$ cat config.mk
export PLATFORM = sky130hd
export DESIGN_NAME = ds_sample_scheduler
export DESIGN_NICKNAME = d
export VERILOG_FILES = /design/src/rtl/ds_sample_scheduler.sv
export SDC_FILE = /design/constraint.sdc
export NUM_CORES = 1
export LEC_CHECK = 0
export CAP_MARGIN = 20
export CORE_UTILIZATION = 40
export DETAILED_ROUTE_END_ITERATION = 10
export PLACE_DENSITY = 0.59
export RECOVER_POWER = 50
export SYNTH_ARGS = -nofsm -noshare
export SYNTH_HDL_FRONTEND = slang
export SYNTH_SLANG_ARGS = --single-unit
$ cat constraint.sdc
create_clock -name clk -period 3.83 [get_ports clk]
set_input_delay 0.766 -clock clk [delete_from_list [all_inputs] [get_ports clk]]
set_output_delay 0.766 -clock clk [all_outputs]
set_load 0.02 [all_outputs]
$ cat src/rtl/ds_sample_scheduler.sv
// Sample scheduler for the delta-sigma PWM: FIFO-buffered samples released every 2^div pulses.
// Define DS_SCHED_INTERP_EN to build linear interpolation instead of zero-order hold.
module ds_sample_scheduler #(
  parameter int unsigned SAMPLE_BITS = 16,
  parameter int unsigned FIFO_LOG2   = 3,
  parameter int unsigned FILL_THRESH = 2
) (
  input  logic                   clk,
  input  logic                   rst_n,
  input  logic                   enable,
  input  logic                   flush,
  input  logic                   wr_valid,
  input  logic [SAMPLE_BITS-1:0] wr_data,
  output logic                   wr_ready,
  input  logic                   pulse_done,
  input  logic [3:0]             div_log2,
  output logic [SAMPLE_BITS-1:0] u_out,
  output logic                   sample_tick,
  output logic [FIFO_LOG2:0]     fifo_level,
  output logic                   underrun,
  input  logic                   clear_underrun
);

  localparam int unsigned Depth = 2 ** FIFO_LOG2;
  localparam logic [FIFO_LOG2:0] LevelFull = (FIFO_LOG2 + 1)'(Depth);
  localparam logic [FIFO_LOG2:0] LevelThresh = (FIFO_LOG2 + 1)'(FILL_THRESH);
  localparam logic [SAMPLE_BITS-1:0] Midscale = {1'b1, {(SAMPLE_BITS - 1){1'b0}}};

  typedef enum logic [1:0] {StIdle, StFill, StRun} state_e;

  state_e                 state_q;
  logic [FIFO_LOG2-1:0]   wr_ptr_q, rd_ptr_q;
  logic [FIFO_LOG2:0]     level_q;
  logic [7:0]             cnt_q;
  logic [3:0]             div_q;
  logic [SAMPLE_BITS-1:0] u_q;
  logic                   tick_q;
  logic                   und_q;
  logic [SAMPLE_BITS-1:0] mem_q [Depth];

  logic [3:0]             div_clamp;
  logic [8:0]             period_mask;
  logic                   fifo_empty, push, period_end, tick, pop, und_set;
  logic [SAMPLE_BITS-1:0] head;

`ifdef DS_SCHED_INTERP_EN
  logic [SAMPLE_BITS-1:0]        target_q;
  logic signed [SAMPLE_BITS:0]   step_q;
  logic signed [SAMPLE_BITS:0]   step_new;
  logic signed [SAMPLE_BITS+1:0] sum;
  logic [SAMPLE_BITS-1:0]        u_sat;
`endif

  always_comb begin
    div_clamp   = (div_log2 > 4'd8) ? 4'd8 : div_log2;
    period_mask = (9'd1 << div_q) - 9'd1;
    fifo_empty  = (level_q == '0);
    wr_ready    = (level_q != LevelFull);
    push        = wr_valid && wr_ready;
    period_end  = pulse_done && ({1'b0, cnt_q} == period_mask);
    tick        = enable && (state_q == StRun) && period_end;
    // Flush wins over a tick pop; an empty tick still counts as an underrun.
    pop         = tick && !fifo_empty && !flush;
    und_set     = tick && fifo_empty;
    head        = mem_q[rd_ptr_q];
`ifdef DS_SCHED_INTERP_EN
    step_new = ($signed({1'b0, head}) - $signed({1'b0, target_q})) >>> div_clamp;
    sum      = $signed({2'b00, u_q}) + $signed({step_q[SAMPLE_BITS], step_q});
    if (sum[SAMPLE_BITS+1]) begin
      u_sat = '0;
    end else if (sum[SAMPLE_BITS]) begin
      u_sat = '1;
    end else begin
      u_sat = sum[SAMPLE_BITS-1:0];
    end
`endif
  end

  assign u_out       = u_q;
  assign sample_tick = tick_q;
  assign fifo_level  = level_q;
  assign underrun    = und_q;

  // Storage needs no reset: level and pointers define what is valid.
  always_ff @(posedge clk) begin
    if (push && !flush) begin
      mem_q[wr_ptr_q] <= wr_data;
    end
  end

  always_ff @(posedge clk or negedge rst_n) begin
    if (!rst_n) begin
      state_q  <= StIdle;
      wr_ptr_q <= '0;
      rd_ptr_q <= '0;
      level_q  <= '0;
      cnt_q    <= '0;
      div_q    <= '0;
      u_q      <= Midscale;
      tick_q   <= 1'b0;
      und_q    <= 1'b0;
`ifdef DS_SCHED_INTERP_EN
      target_q <= Midscale;
      step_q   <= '0;
`endif
    end else begin
      tick_q <= pop;

      if (und_set) begin
        und_q <= 1'b1;
      end else if (clear_underrun) begin
        und_q <= 1'b0;
      end

      if (flush) begin
        wr_ptr_q <= '0;
        rd_ptr_q <= '0;
        level_q  <= '0;
      end else begin
        if (push) wr_ptr_q <= wr_ptr_q + 1'b1;
        if (pop) rd_ptr_q <= rd_ptr_q + 1'b1;
        if (push && !pop) level_q <= level_q + 1'b1;
        else if (pop && !push) level_q <= level_q - 1'b1;
      end

      if (!enable) begin
        state_q <= StIdle;
        cnt_q   <= '0;
      end else begin
        unique case (state_q)
          StIdle: begin
            state_q <= StFill;
            cnt_q   <= '0;
          end
          StFill: begin
            if (level_q >= LevelThresh) begin
              state_q <= StRun;
              cnt_q   <= '0;
              div_q   <= div_clamp;
            end
          end
          StRun: begin
            if (period_end) begin
              cnt_q <= '0;
              div_q <= div_clamp;
              if (fifo_empty) state_q <= StFill;
            end else if (pulse_done) begin
              cnt_q <= cnt_q + 8'd1;
            end
          end
          default: state_q <= StIdle;
        endcase
      end

`ifdef DS_SCHED_INTERP_EN
      if (pop) begin
        u_q      <= target_q;
        target_q <= head;
        step_q   <= step_new;
      end else if (und_set) begin
        u_q    <= target_q;
        step_q <= '0;
      end else if (enable && (state_q == StRun) && pulse_done && !tick) begin
        u_q <= u_sat;
      end
`else
      if (pop) u_q <= head;
`endif
    end
  end

endmodule

# Word level (Yosys, flattened, before mapping)
# Memories as Yosys holds them, arrays and structs flattened. A register that Yosys moved wholly into a read port is not among the register bits.
# Index checks and enable logic that the tools add are counted.
# Widths: inputs -> output; s select.
# word_totals
output_inout_bits,23
ff_bits,26
wordCells,79
mem_count,1
ram_bits,128
in_bits,27
# mem_list
memory,depth,width,read_ports,rd_ports_with_merged_regs,wr,line_no,source
mem_q,8,16,1,1,1,39,logic [SAMPLE_BITS-1:0] mem_q [Depth];
# op_classes
n_reduce_logical,25
mux,25
shifts,1
addsub,6
order_cmp,2
n_eq_ne,11
# op_table
cell,count
$mux 8,4
$mux 4,6
$pmux 8 s3,1
$mux 3,4
$logic_and 1x1->1,10
$eq 8x9->1,1
$ne 3x3->1 const B,3
$shl 1x4->9 const A,1
$sub 9x1->9 const B,1
$add 8x1->8 const B,1
$mux 2,4
$ne 4x4->1 const B,2
$pmux 4 s2,1
$reduce_bool 2->1,4
$add 3x1->3 const B,2
$pmux 2 s3,1
$reduce_and 3->1,2
$logic_not 1->1,5
$add 4x1->4 const B,1
$ge 4x2->1 const B,1
$gt 4x4->1 const B,1
$logic_not 4->1,1
$mux 1,4
$ne 2x2->1 const B,2
7 further kinds,7

# Longest topological paths before layout
# Gate-level depths: netlist (run 1).
# depth
ltp_word,11
mapped_depth,17

# Worst setup path before layout (run 1)
# Ideal clock, no wire load.
# synth_path
kind,reg-to-reg
from,reg div_q[1]
to,"reg level_q[3], in the netlist fifo_level[3]"
n_path_buf,2
stages_incl_launch_ff,18
synth_period_minus_slack_ns,3.780
arrival_time_ns,3.655
slack_ns,0.050
cell_sequence,dfrtp_1 clkbuf_1 nor2_1 nand3b_1 ha_1 buf_2 nor3_1 o211ai_1 a211oi_1 nor4_4 a31oi_1 inv_1 ha_1 a21o_1 a21oi_1 nor2_1 mux2i_1 mux2_2
# synth_between
elab_chain_cells,11
elab_cells_between_ends,13
# synth_lines
item,line_no,source
"start, declared",35,logic [3:0] div_q;
"start signal, assigned",139,div_q <= div_clamp;
"start signal, assigned",145,div_q <= div_clamp;
$shl 1x4->9 (*),56,period_mask = (9'd1 << div_q) - 9'd1;
$sub 9x1->9 (*),56,
$eq 8x9->1 (*),60,"period_end = pulse_done && ({1'b0, cnt_q} == period_mask);"
$logic_and 1x1->1 (*),60,
$logic_and 1x1->1 (*),61,tick = enable && (state_q == StRun) && period_end;
$logic_and 1x1->1 (*) (2 in series),63,pop = tick && !fifo_empty && !flush;
$logic_not 1->1,122,if (push && !pop) level_q <= level_q + 1'b1;
$logic_and 1x1->1,122,
$mux 4,122,
$mux 4,115,if (flush) begin
"end signal, assigned",122,
"end signal, assigned",123,else if (pop && !push) level_q <= level_q - 1'b1;
"end, declared",33,logic [FIFO_LOG2:0] level_q;
# Mark *: on every way between the ends. The rest lies on a longest branch, timed or not.
# A chain may end at the register's enable or synchronous reset.

# Worst setup path in the final report (run 1)
# layout_path
from,reg div_q[0]
to,"reg level_q[3], in the netlist fifo_level[3]"
# The elaborated chain is that of the path after synthesis.

==> impl_metrics.toml, run 1 <==
[status]
outcome = "complete, but fails checks"
violations = "max-capacitance violations, max-slew violations"

[power]
power_density_nw_per_um2 = 531
power_mw = 4.64
leakagePower_nw = 3.08
ir_drop_mv = 0.312

[clocking]
clock_path_buffers = 2
cts.clk_slew.worst_paths_ps = 70
clock-sinks = 170
cts_tree = "built"
cts-root-buf = "clkbuf_16"
h-tree-depth = 4
clock_latency_ps = 430
postCtsHoldBufs = 0
cts_inserted_buffers = 17

[route]
drc = 0
vias = 3948
drt-wirelength-per-cell_um = 19.2
post_drt_via_cell_ratio = 5.32
drtIter0Drc = 203
totalWireLength_um = 14200
first_pass_iters = 4
detail-route-antenna-nets = 0

[layout]
final_common_cell = "edfxtp_1"
final_nets = 537
syn_to_final_growth_pct = 20.0
final_cell_mix = "edfxtp_1 (128), mux2_2 (42), dfrtp_1 (39)"
drive_gt1_share_pct = 27.3

[logic_synthesis]
synthFlopType = "edfxtp_1"
ys_seq_area_share_pct = 67.3
ys_ff_latch = 170
synth_area_leader_cell = "edfxtp_1"
ys_warn_count = 0
synth_edf_count = 128
syn-cell-area_um2 = 7270
synth_nets = 469
synthDistinctLibCells = 52
synth_top_area_share_pct = 52.8
synth_cells = 435
synth_area_per_cell_um2 = 16.7
synthArstFlopShare_pct = 24.7
synthTopCellsByArea = "edfxtp_1 (53%), dfrtp_1 (14%), mux4_2 (9.9%), mux2_2 (6.5%), nor2_1 (1.7%)"

[placed_design]
portBuffers = 49
hpwl_um = 8520
gp_congestion = 0.764

[sta]
period_needed_ps = 3500
slew_headroom_pct = -18.0
slew_viol_final = 30
fin_skew_ps = 9.59
rsz0062_at_grt = "false"
holdWs_ps = 504
fin_tns_setup_ps = 0
final_hold_viol_count = 0
tightest_slew_ps = 1770
period_share_pct = 91.3
fmax_mhz = 286
setup_viol = 0

[global_route]
grt_max_degree = 35
met3_usage_pct = 3.67
gr-total-overflow = 0
grt_usage_pct = 17.0
antenna_found_initial = 1
top_usage_layer = "met2"
grt_use_met2_pct = 27.3
use_met1_pct = 22.4
grt_pass1_vias = 4088
grt_pass1_wl_um = 22700

[die]
die_x_um = 137
core_area_um2 = 17500
pin_count = 50
die-area_um2 = 18700
core.rowCount = 48
initial_core_util_pct = 41.5
die_y_um = 137

[worst_setup_path]
worstSetupPathType = "reg -> reg"
required_ps = 4150
end_kind = "flop"
cp-start-kind = "flop"
path_max_fanout = 13
cp.arrival_ps = 3810

[flow_run]
drv_cap = 1

[hold_path]
hp-class = "reg -> reg"
[Yosys cell counts, types with 2 or more instances]
cell	n
and2_1	5
xnor2_1	6
nand3b_1	3
a21oi_1	14
nor2b_1	9
nand3_1	6
clkbuf_1	12
nand2_1	18
nor3_1	8
mux2_2	42
ha_1	6
edfxtp_1	128
buf_2	2
and3_1	2
nor4_1	2
nor2_1	32
inv_1	10
o21bai_1	4
or3_1	2
xor2_1	3
nand2b_1	4
mux4_2	32
mux2i_1	3
o211ai_1	2
nor4_4	2
a22o_1	2
o21ai_0	7
buf_1	4
dfrtp_1	41
buf_4	2
[final timing paths]
kind | slack, ps | to | depth (start not counted) | start
min in group asynchronous | 800 | underrun | 1 | rst_n
max in group asynchronous | 1400 | div_q[0] | 2 | rst_n
worst max register to register | 330 | fifo_level[3] | 15 | div_q[0]
worst min-delay path | 500 | u_out[8] | 1 | u_out[8]
worst min register to register | 500 | u_out[8] | 1 | u_out[8]
worst max-delay path | 330 | fifo_level[3] | 15 | div_q[0]
[metal layers]
metal  wire, um  up-vias
li1           -     1813
met1       6460     2031
met2       7020       82
met3        484       22
met4        273        0
met5          0        -
[repair_timing]
action	4_1_cts	5_1_grt
endpoints found under the setup margin	0	1
setup buffers	0	0
resized for setup	0	3
[stage by stage]
step	util, %	cells	setup WS, ps	area (um^2)
finish	49.8	742	333	8730
global placement	46.3	709	250	8110
detailed placement	46.3	709	147	8110
global route	49.8	741	95.2	8730
CTS	49.8	741	137	8730
floorplan	-	435	49.8	7270
[state kept, by name, summed over array words and instances, names as in the netlist]
signal	count
state_q	2
rd_ptr_q	3
underrun	1
sample_tick	1
mem_q	128
div_q	4
cnt_q	8
fifo_level	4
u_out	16
wr_ptr_q	3
[worst max-delay path, stage by stage (launching register included)]
cell and delay, ps:
dfrtp_1 540, nor2_1 80, nand2_1 90, ha_2 320, inv_1 90, o31a_1 310, a221oi_2 350, nor4_4 110
a31oi_1 260, inv_1 100, ha_1 280, a21o_1 170, a21oi_1 170, nor2_1 60, mux2i_1 130, mux2_2 340
[cell type report]
type / count / area (um^2)
fill: 1474 / 8810
antenna: 1 / 2.50
sequential: 170 / 4900
inverter: 10 / 37.5
clock inverter: 15 / 186
timing repair buffer: 70 / 634
multi-input combinational: 234 / 2260
tap: 225 / 282
clock buffer: 17 / 425
[power by group]
group          switching, mW  leakage [nW]  total (mW)  internal (mW)
Sequential            0.0569          1.72        2.11           2.05
Combinational          0.431          1.06       0.767          0.337
Clock                  0.726         0.294        1.76           1.04
[kinds of logic after synthesis]
family | count (synthesis) | share of synthesized area (%)
simple gates | 98 | 7.35
mux | 77 | 16.8
fa+ha+maj | 7 | 1.31
xor+xnor | 10 | 1.31
compound gates | 42 | 4.06
flops | 170 | 67.3
buf+inv | 31 | 1.84
Power figures use the tool's default switching activity.
==> inputs of run 2 (changes only) <==
Settings changed: PLACE_DENSITY 0.59 to 0.57.
Clock period 3.83 ns to 4.08 ns, I/O delays scaled along.
==> run 2 against run 1 <==
The run still ends with max-capacitance violations, max-slew violations left. Maximum frequency is 8.2% lower. Sequential power is 6% lower. Clock skew is 0.88 ps higher. Cell count is 0.13% lower. Wire length is 2.9% higher. Sequential cell count stayed put. Via count is 0.76% lower. Worst hold slack better by 1.1 ps. Die area stayed put. Largest cell class unchanged. Largest power group unchanged.
==> impl_metrics.toml, run 2 (synthesis results as in run 1) <==
[sta]
period_share_pct = 93.3
fin_skew_ps = 10.5
slew_viol_final = 26
rsz0062_at_grt = "false"
fin_tns_setup_ps = 0
slew_headroom_pct = -14.7
period_needed_ps = 3810
fmax_mhz = 263
tightest_slew_ps = 1720
setup_viol = 0
final_hold_viol_count = 0

[clocking]
cts.clk_slew.worst_paths_ps = 70
h-tree-depth = 4
clock_path_buffers = 2
cts_tree = "built"
clock_latency_ps = 420
post_cts_resize_count = 0
postCtsHoldBufs = 0
clock-sinks = 170
cts_inserted_buffers = 17
cts-root-buf = "clkbuf_16"
post-cts-setup-buffer-count = 0

[die]
initial_core_util_pct = 41.5
pin_count = 50
core_area_um2 = 17500
die_y_um = 137
core.rowCount = 48
die-area_um2 = 18700
die_x_um = 137

[worst_setup_path]
crit_slowest_cell = "dfrtp_1"
required_ps = 4390
crit_chain = "nor2_1, nand2_1, ha_1, nor4_2, o21ai_0, a221oi_4, nor4_4, a31oi_1, inv_1, ha_1, a21o_1, a21oi_1, nor2_1, mux2i_1, mux2_2"
worstSetupPathType = "reg -> reg"
cp.arrival_ps = 4120
end_kind = "flop"
cp-start-kind = "flop"
cpPeakStageDelay_ps = 510
path_max_fanout = 13

[layout]
final_common_cell = "edfxtp_1"
syn_to_final_growth_pct = 19.5
final_nets = 537
diodes = 0
largest_register_ffs = 128
drive_gt1_share_pct = 26.9
final_cell_mix = "edfxtp_1 (128), mux2_2 (42), dfrtp_1 (39)"
final_util_pct = 49.6
top_register = "mem_q"

[global_route]
grt_pass1_vias = 4150
grt_usage_pct = 17.3
antenna_found_initial = 0
grt_pass1_wl_um = 23300
grt_max_degree = 35
gr-total-overflow = 0

[power]
power_density_nw_per_um2 = 489
pwr-share-seq_pct = 46.7
switching_share_pct = 27.3
switching_power_mw = 1.16
pwr-share-comb_pct = 16.6
p_int_mw = 3.09
ir_drop_mv = 0.372
leakagePower_nw = 3.06
clkPwrFrac_pct = 36.7

[route]
detail-route-antenna-nets = 0
vias = 3918
post_drt_via_cell_ratio = 5.29
first_pass_iters = 4
drc = 0
drt-wirelength-per-cell_um = 19.8
drtIter0Drc = 314
totalWireLength_um = 14600

[hold_path]
hp-class = "reg -> reg"

[status]
violations = "max-capacitance violations, max-slew violations"
outcome = "complete, but fails checks"

[placed_design]
gp_congestion = 0.780
hpwl_um = 8890
portBuffers = 49

[flow_run]
drv_cap = 1
run 2: cell types whose count changed in the layout (fill, tap and decap cells not counted), moves of 2 or more:
cell and change:
bufinv_16 -2, clkbuf_1 +3, clkinv_4 -2, clkinvlp_4 +2, inv_6 -2, inv_8 +3
run 2: worst paths after layout:
check / start / end / slack [ps] / cells past startpoint
max: div_q[0] / fifo_level[3] / 270 / 15
min: u_out[8] / u_out[8] / 500 / 1
max reg2reg: div_q[0] / fifo_level[3] / 270 / 15
min reg2reg: u_out[8] / u_out[8] / 500 / 1
max in group asynchronous: rst_n / rd_ptr_q[1] / 1390 / 2
min in group asynchronous: rst_n / fifo_level[2] / 840 / 1
run 2: cell type report:
type	instances	area, um^2
clock inverters	13	136
clock buffers	19	433
fillers	1509	8840
flip-flops and latches	170	4900
inverters	10	37.5
repair buffers	70	631
well taps	225	282
multi-input cells	234	2280
run 2: layer usage:
layer | wire, um | GRT usage, % | vias up
met4 | 136 | 5.19 | 0
met2 | 7430 | 29.1 | 64
met3 | 413 | 4.41 | 9
met5 | 0 | 0 | -
li1 | - | - | 1808
met1 | 6660 | 22.1 | 2037
run 2: power groups by stage:
stage               clock network (mW)  registers [mW]  logic, mW
finish                            1.56            1.99      0.707
global route                      1.67            2.00      0.782
CTS                               1.60            1.99      0.684
global placement                     0            2.01      0.657
detailed placement                   0            2.02      0.680
floorplan                            0            2.01      0.495
run 2: through the flow:
| step | hold WS (ps) | worst slack (ps) | instances | area, um^2 | power (mW) |
|---|---|---|---|---|---|
| 6_report | 505 | 272 | 741 | 8690 | 4.25 |
| 3_5_place_dp | 492 | 160 | 709 | 8110 | 2.70 |
| 5_1_grt | 517 | 3.40 | 741 | 8690 | 4.45 |
| 3_3_place_gp | 486 | 413 | 709 | 8110 | 2.67 |
| 2_1_floorplan | 512 | 300 | 435 | 7270 | 2.50 |
| 4_1_cts | 460 | 119 | 741 | 8680 | 4.27 |
run 2: worst max-delay path, delay by kind of cell (launching register included):
family | cells | cell delay (ps)
adder cells (fa/ha/maj) | 2 | 630
AO/OA/AOI/OAI | 5 | 1310
multiplexers | 2 | 520
AND/OR/NAND/NOR | 5 | 630
buffers and inverters | 1 | 100
flip-flops | 1 | 510
==> inputs of run 3 (changes only) <==
Settings changed: CORE_UTILIZATION 40 to 51, HOLD_SLACK_MARGIN set to 0.05, PLACE_DENSITY 0.57 to 0.72.
Clock period 4.08 ns to 3.4 ns, I/O delays scaled along.
==> run 3 against run 2 <==
The flow still finishes with violations (max-capacitance violations, max-slew violations). Maximum frequency rose by 15%. Die area fell by 21%. Sequential cell count did not move. Non-clock buffer count rose by 12. Clock skew fell by 1.6 ps. Utilization rose by 14 points. Critical endpoint unchanged.
==> impl_metrics.toml, run 3 (synthesis results as in run 1) <==
[status]
outcome = "complete, but fails checks"
violations = "max-capacitance violations, max-slew violations"

[worst_setup_path]
crit_family = "simple AND/OR/NAND/NOR gates"
rrSetupSlack_ps = 90
cpPeakStageDelay_ps = 410
crit_top_cell = "xnor2_2"
crit_chain = "nor2_4, nand3b_1, ha_4, xnor2_2, xnor2_2, or3_4, nor4_4, a31oi_2, inv_1, ha_1, a21o_1, a21oi_2, nor2_1, mux2i_1, mux2_2"
cp-start-kind = "flop"
path_max_fanout = 8
cp.arrival_ps = 3610
crit_slowest_cell = "dfrtp_1"
worstPathBufferInverterCount = 1
end_kind = "flop"
required_ps = 3700
worstSetupPathType = "reg -> reg"

[sta]
slew_viol_final = 31
tightest_slew_ps = 1750
slew_headroom_pct = -16.4
holdWs_ps = 351
rsz0062_at_grt = "true"
period_needed_ps = 3310
finalWorstSetupSlack_ps = 92.3
fin_tns_setup_ps = 0
setup_viol = 0
fmax_mhz = 302
final_hold_viol_count = 0
period_share_pct = 97.3
fin_skew_ps = 8.82

[route]
drtIter0Drc = 246
drc = 0
detail-route-antenna-nets = 0
drt-wirelength-per-cell_um = 19.6
totalWireLength_um = 13900
vias = 4012
post_drt_via_cell_ratio = 5.67
first_pass_iters = 4

[die]
initial_core_util_pct = 52.4
core.rowCount = 43
die_x_um = 121
core_area_um2 = 13900
pin_count = 50
die_y_um = 121
die-area_um2 = 14700

[layout]
syn_to_final_growth_pct = 21.7
fin_cells = 708
final_area_um2 = 8850
final_common_cell = "edfxtp_1"
final_cell_mix = "edfxtp_1 (128), mux2_2 (42), dfrtp_1 (39)"
drive_gt1_share_pct = 30.5
final_nets = 549
diodes = 0
largest_register_ffs = 128
fillCellCount = 984
top_register = "mem_q"

[placed_design]
gp_congestion = 0.801
portBuffers = 49
hpwl_um = 8470
placed_cell_area_um2 = 8190
pre_cts_ws_ps = 11.3
placed_cells = 670

[clocking]
cts.clk_slew.worst_paths_ps = 60
h-tree-depth = 4
cts-root-buf = "clkbuf_16"
postCtsHoldBufs = 0
clock_path_buffers = 2
clock_latency_ps = 420
cts_inserted_buffers = 17
cts_tree = "built"
clock-sinks = 170

[global_route]
grt_pass1_vias = 4062
grt_max_degree = 43
grt_pass1_wl_um = 21700
antenna_found_initial = 0
grt_usage_pct = 20.5
gr-total-overflow = 0

[hold_path]
hp-class = "in -> async"

[flow_run]
drv_cap = 1

[power]
leakagePower_nw = 3.16
power_density_nw_per_um2 = 598
ir_drop_mv = 0.510
[run 3: cell types whose count changed in the layout (fill, tap and decap cells not counted), sizes merged]
cell | previous run | this run
clkinvlp | 4 | 1
inv | 16 | 14
clkdlybuf4s50 | 31 | 32
buf | 18 | 31
clkinv | 2 | 6
dlygate4sd3 | 17 | 16
[run 3: final timing paths]
kind	end	cells after the start	startpoint
setup / recovery	fifo_level[3]	15	div_q[2]
min in group clk	u_out[12]	1	u_out[12]
hold reg to reg	u_out[12]	1	u_out[12]
setup reg to reg	fifo_level[3]	15	div_q[2]
max in group asynchronous	div_q[3]	2	rst_n
hold / removal	u_out[6]	1	rst_n
[run 3: power by group]
| group | internal [mW] | leakage, nW | switching (mW) |
|---|---|---|---|
| clock network | 1.06 | 0.282 | 0.792 |
| registers | 2.31 | 1.72 | 0.0617 |
| logic | 0.497 | 1.16 | 0.574 |
[run 3: worst reg2reg max path: stages, from the launching register on]
cell	delay (ps)
dfrtp_1	410
nor2_4	140
nand3b_1	140
ha_4	230
xnor2_2	150
xnor2_2	150
or3_4	410
nor4_4	200
a31oi_2	160
inv_1	110
ha_1	240
a21o_1	190
a21oi_2	140
nor2_1	50
mux2i_1	130
mux2_2	340
[run 3: routing by layer]
metal	GRT usage [%]	vias to the layer above	wire [um]
met4	6.48	0	159
met1	26.0	2068	6000
met3	5.45	15	531
li1	-	1837	-
met2	34.2	92	7220
met5	0	-	0
[run 3: timing repair]
item	4_1_cts	5_1_grt
resized for setup	0	12
buffers inserted	0	5
setup endpoints to repair	0	1
[run 3: area by class of cell]
type,count,area (um^2),share of cell area (%)
Inverter,10,37.5,0.424
Multi-Input combinational cell,234,2340,26.5
Clock inverter,12,114,1.29
Tap cell,180,225,2.54
Clock buffer,20,457,5.16
Sequential cell,170,4900,55.3
Timing Repair Buffer,82,778,8.79
[run 3: metrics by stage]
stage | utilization (%) | power [mW]
final | 63.8 | 5.30
after global routing | 63.8 | 5.51
after CTS | 63.1 | 5.20
after detailed placement | 59.0 | 3.35
after global placement | 59.0 | 3.30
after floorplan | - | 3.09
